`src/rtl/prim_group_queue.sv`:
```
// rtl/prim_group_queue.sv - BVH primitive-group queue walking ranges in AABB-unit query windows.
// Optional build macro PRIM_QUEUE_GLOBAL_GROUP_EN preloads the global primitive group on start.
module prim_group_queue #(
    parameter int IDX_W        = 16,
    parameter int NUM_W        = 8,
    parameter int CH           = 2,
    parameter int DEPTH        = 8,
    parameter int UNIT_W       = 2,
    parameter int GLOBAL_START = 240,
    parameter int GLOBAL_NUM   = 3
) (
    input  logic                       clk,
    input  logic                       reset,
    input  logic                       start,
    input  logic                       push,
    input  logic [CH*IDX_W-1:0]        push_start,
    input  logic [CH*NUM_W-1:0]        push_num,
    output logic                       push_ready,
    input  logic                       trav_done,
    input  logic                       pop,
    output logic                       q_valid,
    output logic [IDX_W-1:0]           q_start,
    output logic [IDX_W-1:0]           q_end,
    output logic [IDX_W-1:0]           q_real_end,
    output logic [$clog2(DEPTH+1)-1:0] occupancy,
    output logic                       overflow,
    output logic                       done
);
    localparam int PW    = $clog2(DEPTH);
    localparam int PTR_W = PW + 1;
    localparam int OW    = $clog2(DEPTH + 1);
    localparam int CW    = PW + 2;
    localparam int NW1   = NUM_W + 1;
    localparam int UNIT  = 1 << UNIT_W;

    typedef enum logic [1:0] {IDLE = 2'd0, RUN = 2'd1, DONE = 2'd2} state_e;

    state_e           state_q, state_d;
    logic [PTR_W-1:0] wr_ptr_q, wr_ptr_d, rd_ptr_q, rd_ptr_d;
    logic [IDX_W-1:0] mem_start_q [DEPTH];
    logic [IDX_W-1:0] mem_start_d [DEPTH];
    logic [NUM_W-1:0] mem_num_q [DEPTH];
    logic [NUM_W-1:0] mem_num_d [DEPTH];
    logic [IDX_W-1:0] cur_start_q, cur_start_d;
    logic [IDX_W-1:0] end_q, end_d;
    logic [IDX_W-1:0] real_end_q, real_end_d;
    logic             overflow_q, overflow_d;

    logic [PTR_W-1:0] base_wr, base_rd, slot;
    logic [CW-1:0]    base_occ, k, off;
    logic             push_en, push_ok, win_valid, pop_fire, exhausted, load;
    logic [IDX_W-1:0] next_cur, ld_start;
    logic [NUM_W-1:0] ld_num;
    logic [NW1-1:0]   rounded;

`ifndef PRIM_QUEUE_GLOBAL_GROUP_EN
    logic unused_global;
    assign unused_global = (GLOBAL_START != GLOBAL_NUM);
`endif

    assign win_valid  = (cur_start_q < end_q);
    assign q_valid    = (state_q == RUN) && win_valid;
    assign q_start    = cur_start_q;
    assign q_end      = end_q;
    assign q_real_end = real_end_q;
    assign occupancy  = OW'(wr_ptr_q - rd_ptr_q);
    assign push_ready = (CW'(occupancy) <= CW'(DEPTH - CH));
    assign overflow   = overflow_q;
    assign done       = (state_q == DONE);

    always_comb begin
        state_d     = state_q;
        mem_start_d = mem_start_q;
        mem_num_d   = mem_num_q;
        cur_start_d = cur_start_q;
        end_d       = end_q;
        real_end_d  = real_end_q;
        overflow_d  = overflow_q;
        base_wr     = wr_ptr_q;
        base_rd     = rd_ptr_q;
        slot        = '0;
        k           = '0;
        off         = '0;
        load        = 1'b0;
        ld_start    = '0;
        ld_num      = '0;
        rounded     = '0;
        pop_fire    = pop && q_valid;
        exhausted   = !win_valid;
        next_cur    = cur_start_q + IDX_W'(UNIT);

        // start flushes first so a same-cycle push lands in the fresh queue
        if (start) begin
            state_d     = RUN;
            overflow_d  = 1'b0;
            cur_start_d = '0;
            end_d       = '0;
            real_end_d  = '0;
            base_wr     = '0;
            base_rd     = '0;
`ifdef PRIM_QUEUE_GLOBAL_GROUP_EN
            mem_start_d[0] = IDX_W'(GLOBAL_START);
            mem_num_d[0]   = NUM_W'(GLOBAL_NUM);
            base_wr        = PTR_W'(1);
`endif
        end

        base_occ = CW'(base_wr - base_rd);
        push_en  = push && (start || (state_q == RUN));
        for (int i = 0; i < CH; i++) begin
            if (push_num[i*NUM_W +: NUM_W] != '0) k = k + CW'(1);
        end
        push_ok = push_en && (k != '0) && ((base_occ + k) <= CW'(DEPTH));
        if (push_en && (k != '0) && !push_ok) overflow_d = 1'b1;

        wr_ptr_d = base_wr;
        rd_ptr_d = base_rd;
        if (push_ok) begin
            for (int i = 0; i < CH; i++) begin
                if (push_num[i*NUM_W +: NUM_W] != '0) begin
                    slot = base_wr + PTR_W'(off);
                    mem_start_d[slot[PW-1:0]] = push_start[i*IDX_W +: IDX_W];
                    mem_num_d[slot[PW-1:0]]   = push_num[i*NUM_W +: NUM_W];
                    off = off + CW'(1);
                end
            end
            wr_ptr_d = base_wr + PTR_W'(k);
        end

        if ((state_q == RUN) && !start) begin
            if (pop_fire) cur_start_d = next_cur;
            // a pop that empties the window chains straight into the next group
            load = (rd_ptr_q != wr_ptr_q) && (exhausted || (pop_fire && !(next_cur < end_q)));
            if (load) begin
                ld_start    = mem_start_q[rd_ptr_q[PW-1:0]];
                ld_num      = mem_num_q[rd_ptr_q[PW-1:0]];
                rounded     = ((NW1'(ld_num) + NW1'(UNIT - 1)) >> UNIT_W) << UNIT_W;
                cur_start_d = ld_start;
                real_end_d  = ld_start + IDX_W'(ld_num);
                end_d       = ld_start + IDX_W'(rounded);
                rd_ptr_d    = rd_ptr_q + PTR_W'(1);
            end
            if (trav_done && exhausted && (rd_ptr_q == wr_ptr_q) && !push_ok) state_d = DONE;
        end
    end

    always_ff @(posedge clk) begin
        if (reset) begin
            state_q     <= IDLE;
            wr_ptr_q    <= '0;
            rd_ptr_q    <= '0;
            cur_start_q <= '0;
            end_q       <= '0;
            real_end_q  <= '0;
            overflow_q  <= 1'b0;
            for (int i = 0; i < DEPTH; i++) begin
                mem_start_q[i] <= '0;
                mem_num_q[i]   <= '0;
            end
        end else begin
            state_q     <= state_d;
            wr_ptr_q    <= wr_ptr_d;
            rd_ptr_q    <= rd_ptr_d;
            cur_start_q <= cur_start_d;
            end_q       <= end_d;
            real_end_q  <= real_end_d;
            overflow_q  <= overflow_d;
            mem_start_q <= mem_start_d;
            mem_num_q   <= mem_num_d;
        end
    end
endmodule

```
`config.mk`:
```
export PLATFORM = sky130hd
export DESIGN_NAME = prim_group_queue
export DESIGN_NICKNAME = d
export VERILOG_FILES = /design/src/rtl/prim_group_queue.sv
export SDC_FILE = /design/constraint.sdc
export NUM_CORES = 1
export LEC_CHECK = 0
export ABC_CLOCK_PERIOD_IN_PS = 5850
export CORE_AREA = 2 2 198 200
export DETAILED_ROUTE_END_ITERATION = 12
export DIE_AREA = 0 0 200 202
export PLACE_DENSITY = 0.6
export SLEW_MARGIN = 20
export SYNTH_ARGS = -nofsm -noshare
export SYNTH_HDL_FRONTEND = slang
export SYNTH_SLANG_ARGS = --single-unit
export TNS_END_PERCENT = 100
```
`constraint.sdc`:
```
create_clock -name clk -period 5.85 [get_ports clk]
set_input_delay 1.17 -clock clk [delete_from_list [all_inputs] [get_ports clk]]
set_output_delay 1.17 -clock clk [all_outputs]
set_load 0.02 [all_outputs]
```
==> implementation parameters <==
Parameter                              Value

Setup path
  Type of the setup path with the least slack    register to output pin
  CP bufs+invs    2
  Worst-path maximum fanout    29
  WP data required    4.68 ns
  Arrival time at the worst endpoint    4.01 ns
  Series of cell instances along the critical path    clkinv_1, ha_1, a21o_1, a21oi_1, xor2_1, clkdlybuf4s50_1
  Element type at the critical path start    register
  Worst path slowest cell    dfxtp_2
  Flop2flop setup slack    1.34 ns
  Crit path max-delay family    buffers and inverters
  Setup crit end kind    output pin
  Maximum cell stage delay along the critical path    0.94 ns

Flow run
  Count of max-cap constraint violations    0

Cells and area
  Share of layout cells above drive strength 1    11.1%
  Number of filler instances in the final layout    3675
  P&R area growth vs syn    16.7%
  Leading cell type in the layout, fill and taps excluded    dfxtp_1
  Diodes inserted    0
  # nets final    1832
  Most frequent cells in the layout    dfxtp_1 (249), nor2_1 (234), a211oi_1 (180)

Global routing
  Maximum number of pins on one net before global-route repair    118
  Leftover overflow at the end of global routing    0
  Wire length of the first global-routing pass    72.1 mm
  Number of global-route vias before repair    12400
  Antenna violations before repair    2
  Overall fraction of global-route tracks in use    22.8%

Floorplanning
  Core area    38300 um^2
  Total I/O pin count    110
  Die outline width    200 um
  Row count    72
  Area of the die    40400 um^2
  Initial standard-cell utilization of the core    39.6%
  Die outline height    202 um

CTS
  Number of H-tree levels    1
  Clock root buffer    clkbuf_16
  Clock network latency to the later pin of the worst-skew pair    0.55 ns
  Clock Tree Buf Depth    3
  Clock transition at the registers of the reported paths    0.06 ns
  Number of buffers created by CTS    28
  Cells resized by post-CTS repair    0
  Cts hold-fix bufs    0
  Total setup buffers inserted after CTS    0
  TritonCTS clock tree    built
  Total number of clock tree sinks    251

Yosys
  Cell types occupying the most area after synthesis    dfxtp_1 (33%), mux2i_1 (11%), a211oi_1 (8.9%)
  Sequential cell area fraction in the yosys report    33.1%
  Total standard cell area after synthesis    15200 um^2
  Syn_nets    1802
  Warnings from Yosys    0
  Distinct cell type count of the synthesized netlist    86
  Average footprint of a synthesized cell    9.03 um^2
  Number of flip-flops and latches in the synthesized netlist    251
  Number of flops mapped to enable cells by yosys    0
  Most frequently used flop master after synthesis    dfxtp_1
  Top cell type's share of synthesized area    33.1%
  Synth area leader    dfxtp_1
  Proportion of register bits with asynchronous set or reset after synthesis    0%
  Cells after synthesis    1680

Drt
  Wirelength, routed    45.9 mm
  Detailed Route Iter0 Violations    797
  Vias per cell    5.68
  Number of nets with antenna violations after routing    0
  Drc violations    0
  Average detailed-routed wire length per instance    20.4 um
  Detailed-routing iteration count for the pre-antenna-repair pass    6
  Total number of vias    12800

STA
  Worst slew margin relative to its limit    28.6%
  Final setup margin    0.670 ns
  Post-route fraction of the period consumed by the critical path    88.5%
  Final Setup Violations    0
  Setup repair after global routing missed its margin    false
  Number of failing hold endpoints at the final stage    0
  Max Fclk    193 MHz
  Worst Clk Skew    0.00882 ns
  Max-slew violations    0
  Aggregate negative setup slack    0 ns
  Minimum period implied by the final worst setup slack    5.18 ns
  Tightest Pin Transition    1.07 ns

Place
  Number of buffers added on ports    109
  Global placement routability congestion    0.888
  Total half-perimeter wirelength after legalization and detailed placement    31.0 mm
  Worst slack, placed    0.220 ns

Worst hold path
  Hold Crit Class    register to register

Pwr
  VDD IR max    0.225 mV
  Power density over the cells    236 nW/um^2
  Cell leakage power    6.62 nW

Status
  Status    finished, final reports clean
-- worst reg2reg max path, stage by stage (launching register included) --
cell and delay [ns]:
dfxtp_2 0.94, clkinv_1 0.67, nor2_1 0.32, fa_1 0.44, inv_1 0.11, ha_1 0.24, a21o_1 0.17, a21oi_1 0.17
xor2_1 0.19, o211ai_1 0.19, buf_12 0.21, nor2_4 0.14, buf_12 0.26, nor2_1 0.10, a211oi_1 0.25
-- worst paths after layout --
kind                            depth (start not counted)        endpoint           start
worst min register to register                          1  q_real_end[11]  q_real_end[11]
worst max register to register                         14   mem_num_q[19]     rd_ptr_q[1]
worst max-delay path                                    6    occupancy[3]     rd_ptr_q[1]
worst min-delay path                                    1  q_real_end[11]  q_real_end[11]
-- metal layers --
layer | part of all wire, % | vias up | global-route usage (%)
li1 | - | 6179 | -
met1 | 44 | 6127 | 30.6
met2 | 48 | 366 | 38.4
met3 | 5.3 | 86 | 2.82
met4 | 2.5 | 4 | 6.19
met5 | 0.057 | - | 0
-- metrics by stage --
stage / utilization (%) / power, W / area [um^2] / hold slack (ns) / std cells
2_1_floorplan: - / 0.00223 / 15200 / 0.472 / 1680
3_3_place_gp: 43.8 / 0.00242 / 16800 / 0.460 / 2198
3_5_place_dp: 43.8 / 0.00244 / 16800 / 0.465 / 2198
4_1_cts: 46.3 / 0.00421 / 17700 / 0.478 / 2248
5_1_grt: 46.3 / 0.00435 / 17700 / 0.496 / 2248
6_report: 46.3 / 0.00419 / 17700 / 0.470 / 2248
-- cell families after synthesis --
family,share of synthesized area (%)
xor gates and xnor gates,2.87
buffers and inverters,6.51
DFF,33.1
adders and majority gates,5.90
muxes,18.6
AOI/OAI and AO/OA,18.3
and+or+nand+nor,14.7
-- layout make-up --
type                       count  area (um^2)  share of cell area (%)
multi-input combinational   1214         9260                    52.3
sequential                   251         5030                    28.4
inverter                      43          161                   0.911
clock buffer                  42          825                    4.66
timing repair buffer         172         1690                    9.54
tap                          518          648                    3.66
clock inverter                 8         96.3                   0.544
-- flip-flops by register name, indices dropped and copies added, names as in the netlist, 2 cells and up --
register and count:
wr_ptr_q 4, rd_ptr_q 4, q_start 16, mem_start_q 128, q_real_end 16, q_end 16, mem_num_q 64, state_q 2
-- where the power goes --
| group | internal (W) | switching (W) |
|---|---|---|
| clock network | 0.00106 | 0.000726 |
| logic | 0.000240 | 0.000376 |
| registers | 0.00176 | 0.0000310 |
| total | 0.00305 | 0.00113 |
-- cell usage after synthesis (32+ instances only) --
cell type and number:
buf_1 32, ha_1 62, a21oi_1 57, dfxtp_1 251, mux4_2 38, nor2_1 236
o21ai_0 39, nand2_1 113, a211oi_1 180, clkbuf_1 65, inv_1 41, nand3_1 38
mux2i_1 174, buf_2 60
(Power assumes the default switching activity.)
